`src/rtl/dem_pkg.sv`:
```
// Shared definitions for the tree-structured DEM: LFSR constants, steering values
// and the saturating clamp used by every shaping loop.
package dem_pkg;

    // Fibonacci taps for x^16+x^14+x^13+x^11+1 in right-shift form (bits 0,2,3,5)
    localparam logic [15:0] LFSR_TAPS     = 16'h002D;
    localparam logic [15:0] LFSR_SEED_DEF = 16'hACE1;

    localparam logic signed [1:0] S_POS  = 2'sb01;
    localparam logic signed [1:0] S_NEG  = 2'sb11;
    localparam logic signed [1:0] S_ZERO = 2'sb00;

    function automatic int sat_s(input int value, input int width);
        int hi;
        int lo;
        hi = (1 << (width - 1)) - 1;
        lo = -(1 << (width - 1));
        if (value > hi)
            return hi;
        else if (value < lo)
            return lo;
        else
            return value;
    endfunction

endpackage

```
`src/rtl/dem_lfsr16.sv`:
```
// 16-bit Fibonacci LFSR advancing once per enable; bit 0 is the dither source.
module dem_lfsr16
    import dem_pkg::*;
#(
    parameter logic [15:0] SEED = LFSR_SEED_DEF
) (
    input  logic        clk,
    input  logic        rstn,
    input  logic        en,
    output logic [15:0] state
);

    // NOTE: sequential state uses non-blocking assignments so every register
    // samples pre-edge values, independent of statement order.
    always_ff @(posedge clk or negedge rstn) begin
        if (!rstn)
            state <= SEED;
        else if (en)
            state <= {^(state & LFSR_TAPS), state[15:1]};
    end

endmodule

```
`src/rtl/decp_gen_param.sv`:
```
// Decouple sequence generator: splits v into gama+beta, steering odd-count
// imbalance with a 1st/2nd-order noise-shaped +/-1 sequence.
module decp_gen_param
    import dem_pkg::*;
#(
    parameter int          N         = 8,
    parameter int          ORDER     = 1,
    parameter int          ACC_W     = 4,
    parameter logic [15:0] LFSR_SEED = LFSR_SEED_DEF,
    localparam int         VW        = $clog2(N) + 1,
    localparam int         GW        = $clog2(N)
) (
    input  logic                clk,
    input  logic                rstn,
    input  logic                clk_en,
    input  logic [VW-1:0]       v,
    input  logic                dither_en,
    input  logic                dither_ext_sel,
    input  logic signed [1:0]   dither_ext,
    input  logic                ord2_en,
    output logic [GW-1:0]       gama,
    output logic [GW-1:0]       beta,
    output logic signed [1:0]   s_out,
    output logic                out_valid,
    output logic                in_clip,
    output logic                acc_sat
);

    localparam bit HAS_ORD2 = (ORDER >= 2);

    logic signed [ACC_W-1:0] e1, e2;
    logic [15:0]             lfsr;
    logic                    unused_lfsr_hi;

    logic                    ord2;
    logic                    clip;
    logic [VW-1:0]           vc;
    logic [GW-1:0]           half;
    logic signed [1:0]       d;
    logic signed [ACC_W+1:0] d_x, e1_x, e2_x, u;
    logic signed [1:0]       s;
    logic [GW-1:0]           gama_nx, beta_nx;
    int                      e1_raw, e1_sat, e2_raw, e2_sat;
    logic signed [ACC_W-1:0] e1_nx, e2_nx;
    logic                    sat_nx;

    dem_lfsr16 #(
        .SEED (LFSR_SEED)
    ) u_lfsr (
        .clk   (clk),
        .rstn  (rstn),
        .en    (clk_en),
        .state (lfsr)
    );

    assign unused_lfsr_hi = ^lfsr[15:1];
    assign ord2 = HAS_ORD2 & ord2_en;
    assign clip = (v > VW'(N));
    assign vc   = clip ? VW'(N) : v;
    assign half = vc[VW-1:1];

    // NOTE: every always_comb output gets a default first so no path can
    // leave a value unassigned and infer a latch.
    always_comb begin
        d = S_ZERO;
        if (dither_en)
            d = dither_ext_sel ? dither_ext : {lfsr[0], lfsr[0]};

        d_x  = {{ACC_W{d[1]}}, d};
        e1_x = {{2{e1[ACC_W-1]}}, e1};
        e2_x = ord2 ? {{2{e2[ACC_W-1]}}, e2} : '0;
        u    = d_x + e1_x + e2_x;

        // Zero maps to +1; only odd counts carry an imbalance to steer
        s = S_ZERO;
        if (vc[0])
            s = u[ACC_W+1] ? S_NEG : S_POS;

        gama_nx = half;
        beta_nx = half;
        if (s == S_POS)
            beta_nx = half + GW'(1);
        else if (s == S_NEG)
            gama_nx = half + GW'(1);

        e1_raw = int'(e1) - int'(s);
        e1_sat = sat_s(e1_raw, ACC_W);
        e2_raw = ord2 ? int'(e2) + e1_sat : 0;
        e2_sat = sat_s(e2_raw, ACC_W);
        e1_nx  = e1_sat[ACC_W-1:0];
        e2_nx  = e2_sat[ACC_W-1:0];
        sat_nx = (e1_sat != e1_raw) || (e2_sat != e2_raw);
    end

    always_ff @(posedge clk or negedge rstn) begin
        if (!rstn) begin
            e1        <= '0;
            e2        <= '0;
            gama      <= '0;
            beta      <= '0;
            s_out     <= S_ZERO;
            out_valid <= 1'b0;
            in_clip   <= 1'b0;
            acc_sat   <= 1'b0;
        end else begin
            out_valid <= clk_en;
            if (clk_en) begin
                e1      <= e1_nx;
                e2      <= e2_nx;
                gama    <= gama_nx;
                beta    <= beta_nx;
                s_out   <= s;
                in_clip <= clip;
                acc_sat <= sat_nx;
            end
        end
    end

endmodule
```
`config.mk`:
```
export PLATFORM = sky130hd
export DESIGN_NAME = decp_gen_param
export DESIGN_NICKNAME = d
export VERILOG_FILES = /design/src/rtl/dem_pkg.sv /design/src/rtl/dem_lfsr16.sv /design/src/rtl/decp_gen_param.sv
export SDC_FILE = /design/constraint.sdc
export NUM_CORES = 1
export LEC_CHECK = 0
export ABC_AREA = 1
export CORE_MARGIN = 2
export CORE_UTILIZATION = 40
export CTS_BUF_LIST = sky130_fd_sc_hd__clkbuf_4 sky130_fd_sc_hd__clkbuf_8
export CTS_CLUSTER_SIZE = 40
export DETAILED_ROUTE_END_ITERATION = 8
export PLACE_DENSITY_LB_ADDON = 0.25
export SLEW_MARGIN = 20
export SYNTH_ARGS = -nofsm -noshare
export SYNTH_HDL_FRONTEND = slang
export SYNTH_HIERARCHICAL = 1
export SYNTH_SLANG_ARGS = --single-unit
```
`constraint.sdc`:
```
create_clock -name clk -period 7.3 [get_ports clk]
set_input_delay 1.825 -clock clk [delete_from_list [all_inputs] [get_ports clk]]
set_output_delay 1.825 -clock clk [all_outputs]
set_load 0.05 [all_outputs]
```
==> results of run 1 <==
==> worst max-delay path by stage <==
| stage | to | cells past startpoint |
|---|---|---|
| 2_1_floorplan | acc_sat | 18 |
| 3_3_place_gp | acc_sat | 19 |
| 3_5_place_dp | acc_sat | 19 |
| 4_1_cts | acc_sat | 19 |
| 5_1_grt | acc_sat | 21 |
| 6_report | acc_sat | 19 |
==> per-stage QoR <==
step / cells / power [mW] / utilization / worst slack [ns]
floorplan: 220 / 0.524 / - / 3.37
global placement: 288 / 0.598 / 0.483 / 2.57
detailed placement: 288 / 0.603 / 0.483 / 2.54
CTS: 296 / 0.779 / 0.512 / 2.82
global route: 296 / 0.843 / 0.512 / 2.51
finish: 296 / 0.771 / 0.512 / 2.82
==> state kept, by name (all words and copies together), names as in the netlist <==
| register | flops |
|---|---|
| beta | 3 |
| out_valid | 1 |
| s_out | 2 |
| acc_sat | 1 |
| gama | 3 |
| in_clip | 1 |
| u_lfsr/state | 16 |
| e1 | 4 |
==> kinds of logic after synthesis <==
group | after synthesis | share of synthesized area
simple gates | 115 | 0.282
flops | 31 | 0.455
fa+ha+maj | 9 | 0.0695
compound gates | 29 | 0.0970
buf+inv | 35 | 0.0920
xor+xnor | 1 | 0.00507
==> power by group <==
group	total [mW]	switching, mW	internal (mW)
Sequential	0.249	0.0282	0.221
Clock	0.173	0.0625	0.110
Combinational	0.349	0.222	0.128
Total	0.771	0.312	0.459
==> cell type report <==
class	count	area, µm²
clock buffer	6	82.6
clock inverter	2	35.0
fill	407	1990
inverter	30	118
multi-input combinational	154	783
sequential	31	786
tap	50	62.6
timing repair buffer	23	225
==> metal layers <==
metal / share of wire / vias to the layer above / track usage / wire (µm)
met5: 0 / - / 0 / 0
li1: - / 746 / - / -
met1: 0.48 / 658 / 0.186 / 1560
met3: 0.037 / 4 / 0.0436 / 118
met2: 0.47 / 18 / 0.239 / 1520
met4: 0.0078 / 0 / 0.0513 / 25
==> critical path, stage by stage <==
cell and delay (ns):
clkdlybuf4s50_1 0.48, nor3b_1 0.19, nand4_1 0.12, nand2_1 0.16, nand2_2 0.16, ha_1 0.36, a21oi_1 0.23, nand2_1 0.10
nand2_1 0.07, nand2_1 0.11, ha_1 0.22, nand3_2 0.09, nand2_1 0.07, nand2_1 0.10, nand3_2 0.11, nand2_1 0.07
nor2_1 0.04, nor2_1 0.10, nor2_1 0.04
==> cell usage in the layout, fill, tap and decap left out <==
master,instances
a21o_1,1
a21oi_1,4
a31oi_1,2
buf_4,2
bufinv_16,1
clkbuf_8,6
clkdlybuf4s50_1,21
clkinv_2,1
dfrtp_1,23
dfstp_2,8
fa_1,1
ha_1,8
inv_1,27
inv_2,2
inv_6,1
nand2_1,77
nand2_2,2
nand3_1,13
nand3_2,2
nand4_1,3
nor2_1,12
nor2_2,3
nor3_1,2
nor3b_1,1
o21ai_0,15
o21ai_1,2
o21ai_2,2
o22ai_1,2
o31ai_2,1
xor2_1,1
==> results.md, run 1 <==
* Yosys top cell by area: dfrtp_1
* Initial Util at 0.423
* Routability cong. at between 0.7 and 0.8
* Netlist cell types at 27
* Vias in the first global route at roughly 1300
* Leakage at approximately 1.0 nW
* Setup TNS at 0 ns
* Synthesized area at ~1700 µm²
* First-pass GRT wire length at between 5000 and 6000 µm
* Global Route Usage Sum at 0.147
* Reg-to-Reg Start: e1[2]
* Critical Path End Type: flop
* Remaining DRCs at 0
* Pwr Density at around 370 nW/µm²
* Final nets at between 200 and 300
* Clock root buffer: clkbuf_8
* Sequential share of the synthesized area at 0.455
* Status: completed
* Net Count, Synth at about 240
* Final instance area at 2090 µm²
* Routed Antenna Nets at 0
* Critical path type: input port to flop
* Max_cap viols at 0
* RSZ-0062 raised after global routing: false
* Clock period minus worst slack at approximately 4.5 ns
* Syn Inst Count at 220
* Post-cts resize count at 0
* Worst VDD drop at between 150 and 200 µV
* Cell row count at 23
* Critical path arrival at between 4 and 5 ns
* Die Height at 69.7 µm
* Chip width at roughly 70 µm
* WP data required at ~7.5 ns
* Synth async-reset ratio at 1.00
* Worst reg-to-reg path cell count at 18
* DRT iter0 DRCs at 66
* CTS tree: built
* Final hold vios at 0
* Port Buf Inserts at 21
* Num CTS Buffers at 5
* Drt first pass iters at 4
* Fmax at between 200 and 250 MHz
* Largest net degree at the start of global routing at 36
* Count leader, synth: nand2_1
* Setup Viol. Count Final at 0
* Worst Setup SP: dither_en
* Overall routed net length at between 3000 and 4000 µm
* Slew at the pin closest to its max-slew limit at ~0.49 ns
* Crit path max fanout at 8
* Die area at ~4900 µm²
* Commonest cells post-synth: nand2_1, inv_1, dfrtp_1
* Vias post-DR at roughly 1400
* Htree depth at 2
* HPWL Detailed at roughly 2300 µm
* Worst-skew pair later-pin latency at about 0.28 ns
* Worst R2R Setup Slack at 4.37 ns
* Synth Flop Type: dfrtp_1
* Clock-pin slew on the worst setup and hold paths at 0.07 ns
* Ports at 23
* ANT cells at 0
* Slew margin rel. at 0.672
* Placed cell areas at between 1500 and 2000 µm²
* WHS Path Cells at 2
* Max clock buf depth at 2
* Hold bufs inserted after CTS at 0
* Worst Skew at between 0.006 and 0.007 ns
* Final Max Slew Viols at 0
* Top cell type's share of synthesized area at 0.333
* Share of layout cells above drive strength 1 at 0.126
* Core ar. at around 4100 µm²
* Avg Inst Size Synth at 7.85 µm²
* Final cycle utilization of the critical path at 0.614
* Syn. warnings at 6
* Crit start category: input port
* EDFF count, synth at 0
* Area growth syn-to-layout at 21.1%
* Clk sinks at 31
* Setup bufs post-CTS at 0
* Hold_ws at approximately 0.47 ns
* #FFs+latches synth at 31
* Wire per inst at between 10 and 15 µm
* Initial antenna violation count at 0
* Hold WC Path Type: flop to flop
* HP Start: u_lfsr/state[10]
* Top post-synthesis cells by area: dfrtp_1, nand2_1, dfstp_2
* Avg Vias per Cell at 4.82
* Hold EP: u_lfsr/state[10]
* Grt ovf at 0
* Worst r2r dst: acc_sat
Note: power is estimated with default switching activity, not from simulation.
==> inputs of run 2 (changes only) <==
==> constraint.sdc (replaced) <==
create_clock -name clk -period 3.8 [get_ports clk]
set_input_delay 0.95 -clock clk [delete_from_list [all_inputs] [get_ports clk]]
set_output_delay 0.95 -clock clk [all_outputs]
set_load 0.05 [all_outputs]
==> run 2 against run 1 <==
Via count down 3.9%. Cell count grew 0.68%. Total power increased by 84%. Clock power increased by 53%.
==> results.md, run 2 (same netlist as run 1, synthesis figures left out) <==
* Tot Pwr at 1.42 mW (was 0.771 mW)
* Area growth syn-to-layout at 20.6% (was 21.1%)
* Leakage at 1.04 nW (about the same)
* Crit path max fanout at 5 (was 8)
* Hold WC Path Type: flop to flop (unchanged)
* Pwr Density at 682 nW/µm² (was 369 nW/µm²)
* Global Route Usage Sum at 0.147 (about the same)
* Clock period minus worst slack at approximately 3.5 ns
* First-pass GRT wire length at 5680 µm (was 5800 µm)
* Fin cells at 298 (was 296)
* Largest net degree at the start of global routing at 32 (was 36)
* Drt first pass iters at 4 (unchanged)
* Clock power share at 0.186 (was 0.224)
* Combinational share of power at 0.477 (was 0.453)
* Clock-pin slew on the worst setup and hold paths at 0.06 ns (was 0.07 ns)
* Chip width at 69.7 µm (unchanged)
* Reg-to-Reg Start: e1[2] (unchanged)
* Routed Antenna Nets at 0 (unchanged)
* Setup Viol. Count Final at 0 (unchanged)
* DRT iter0 DRCs at 62 (was 66)
* Worst R2R Setup Slack at 1.01 ns (was 4.37 ns)
* Commonest non-fill, non-tap cells in the layout: nand2_1, inv_1, dfrtp_1, clkdlybuf4s50_1, o21ai_0 (unchanged)
* Placed cell areas at 1990 µm² (was 1970 µm²)
* Worst Skew at 0.00771 ns (was 0.00640 ns)
* Remaining DRCs at 0 (unchanged)
* Setup bufs post-CTS at 0 (unchanged)
* Die Height at 69.7 µm (unchanged)
* Switching power total at 0.592 mW (was 0.312 mW)
* Routability cong. at 0.760 (was 0.799)
* WHS Path Cells at 2 (unchanged)
* PnR worst setup slack at 0.339 ns (was 2.82 ns)
* Final instance area at 2080 µm² (was 2090 µm²)
* Initial antenna violation count at 0 (unchanged)
* HPWL Detailed at 2270 µm (was 2340 µm)
* Final cycle utilization of the critical path at 0.911
* Clk sinks at 31 (unchanged)
* Commonest non-fill, non-tap cell in the layout: nand2_1 (unchanged)
* HP Start: u_lfsr/state[11] (was u_lfsr/state[10])
* Pre-CTS setup slack at 0.0506 ns (was 2.54 ns)
* Core ar. at 4090 µm² (unchanged)
* Final nets at 268 (was 266)
* Max reg flops at 16 (unchanged)
* Status: completed (unchanged)
* Max_cap viols at 0 (unchanged)
* Setup TNS at 0 ns (unchanged)
* Biggest regs: u_lfsr/state x16, e1 x4 (unchanged)
* ANT cells at 0 (unchanged)
* Initial Util at 0.423 (unchanged)
* Critical path arrival at 3.62 ns (was 4.65 ns)
* Crit start category: input port (unchanged)
* CTS tree: built (unchanged)
* Placed Instances at 290 (was 288)
* Ports at 23 (unchanged)
* Critical Path End Type: flop (unchanged)
* Slew margin rel. at 0.631 (was 0.672)
* Switching part of the total power at 0.416 (was 0.405)
* Critical path type: input port to flop (unchanged)
* Num CTS Buffers at 5 (unchanged)
* Vias post-DR at 1371 (was 1426)
* Cell row count at 23 (unchanged)
* Port Buf Inserts at 21 (unchanged)
* RSZ-0062 raised after global routing: false (unchanged)
* Final hold vios at 0 (unchanged)
* Hold EP: u_lfsr/state[11] (was u_lfsr/state[10])
* Worst-skew pair later-pin latency at 0.28 ns (about the same)
* Fill cell count at 399 (was 407)
* Sequential power share at 0.337 (was 0.323)
* Worst reg-to-reg path cell count at 18 (unchanged)
* Slew at the pin closest to its max-slew limit at 0.552 ns (was 0.491 ns)
* P_int at 0.830 mW (was 0.459 mW)
* Wire per inst at 10.4 µm (was 10.9 µm)
* Largest Register: u_lfsr/state (unchanged)
* Worst VDD drop at 480 µV (was 198 µV)
* Htree depth at 2 (unchanged)
* Grt ovf at 0 (unchanged)
* Worst r2r dst: acc_sat (unchanged)
* Hold bufs inserted after CTS at 0 (unchanged)
* Avg Vias per Cell at 4.60 (was 4.82)
* WP data required at 3.96 ns (was 7.47 ns)
* Post-cts resize count at 0 (unchanged)
* Overall routed net length at 3110 µm (was 3220 µm)
* Final Max Slew Viols at 0 (unchanged)
* Die area at 4860 µm² (unchanged)
* Worst Setup SP: dither_en (unchanged)
* Clock root buffer: clkbuf_8 (unchanged)
* Max clock buf depth at 2 (unchanged)
* Fmax at 289 MHz
* Vias in the first global route at 1273 (was 1337)
* Share of layout cells above drive strength 1 at 0.133 (was 0.126)
run 2: how the worst max path moves through the flow:
| stage | end |
|---|---|
| floorplan | acc_sat |
| global placement | acc_sat |
| detailed placement | acc_sat |
| CTS | acc_sat |
| global route | acc_sat |
| finish | acc_sat |
run 2: stage by stage:
stage | hold slack [ns] | util
final | 0.463 | 0.510
after global routing | 0.480 | 0.510
after CTS | 0.466 | 0.510
after detailed placement | 0.457 | 0.487
after global placement | 0.454 | 0.487
after floorplan | 0.442 | -
run 2: per-layer routing:
| layer | vias to the layer above | share of wire | GRT usage |
|---|---|---|---|
| met1 | 598 | 0.50 | 0.197 |
| met4 | 0 | 0.010 | 0.0385 |
| met2 | 21 | 0.46 | 0.222 |
| met5 | - | 0 | 0 |
| li1 | 747 | - | - |
| met3 | 5 | 0.037 | 0.0567 |
run 2: cell type report:
cell class	count	area (µm²)	share of cell area
Clock buffer	7	90.1	0.0432
Clock inverter	1	5.00	0.00240
Tap cell	50	62.6	0.0300
Inverter	30	118	0.0564
Multi-Input combinational cell	154	783	0.376
Timing Repair Buffer	25	240	0.115
Sequential cell	31	786	0.377
run 2: worst max-delay path: stages:
cell and delay, ns:
clkdlybuf4s50_1 0.47, nor3b_1 0.19, nand4_1 0.11, nand2_1 0.11
nand2_2 0.10, ha_1 0.33, a21oi_1 0.24, nand2_1 0.10
nand2_1 0.07, nand2_1 0.11, ha_1 0.22, nand3_2 0.09
nand2_1 0.07, nand2_1 0.10, nand3_2 0.11, nand2_1 0.07
nor2_1 0.04, nor2_1 0.10, nor2_1 0.04
run 2: power by group through the flow:
stage	combinational, mW	sequential [mW]	clock [mW]
2_1_floorplan	0.478	0.529	0
3_3_place_gp	0.673	0.485	0
3_5_place_dp	0.681	0.486	0
4_1_cts	0.683	0.481	0.271
5_1_grt	0.788	0.491	0.290
6_report	0.678	0.479	0.264
==> inputs of run 3 (changes only) <==
--- a/config.mk
+++ b/config.mk
@@ -6,6 +6,7 @@
 export NUM_CORES = 1
 export LEC_CHECK = 0
 export ABC_AREA = 1
+export ABC_CLOCK_PERIOD_IN_PS = 3800
 export CORE_MARGIN = 2
 export CORE_UTILIZATION = 40
 export CTS_BUF_LIST = sky130_fd_sc_hd__clkbuf_4 sky130_fd_sc_hd__clkbuf_8
==> results of run 3 <==
The final DEF is identical to that of run 2; final timing and power are the same.
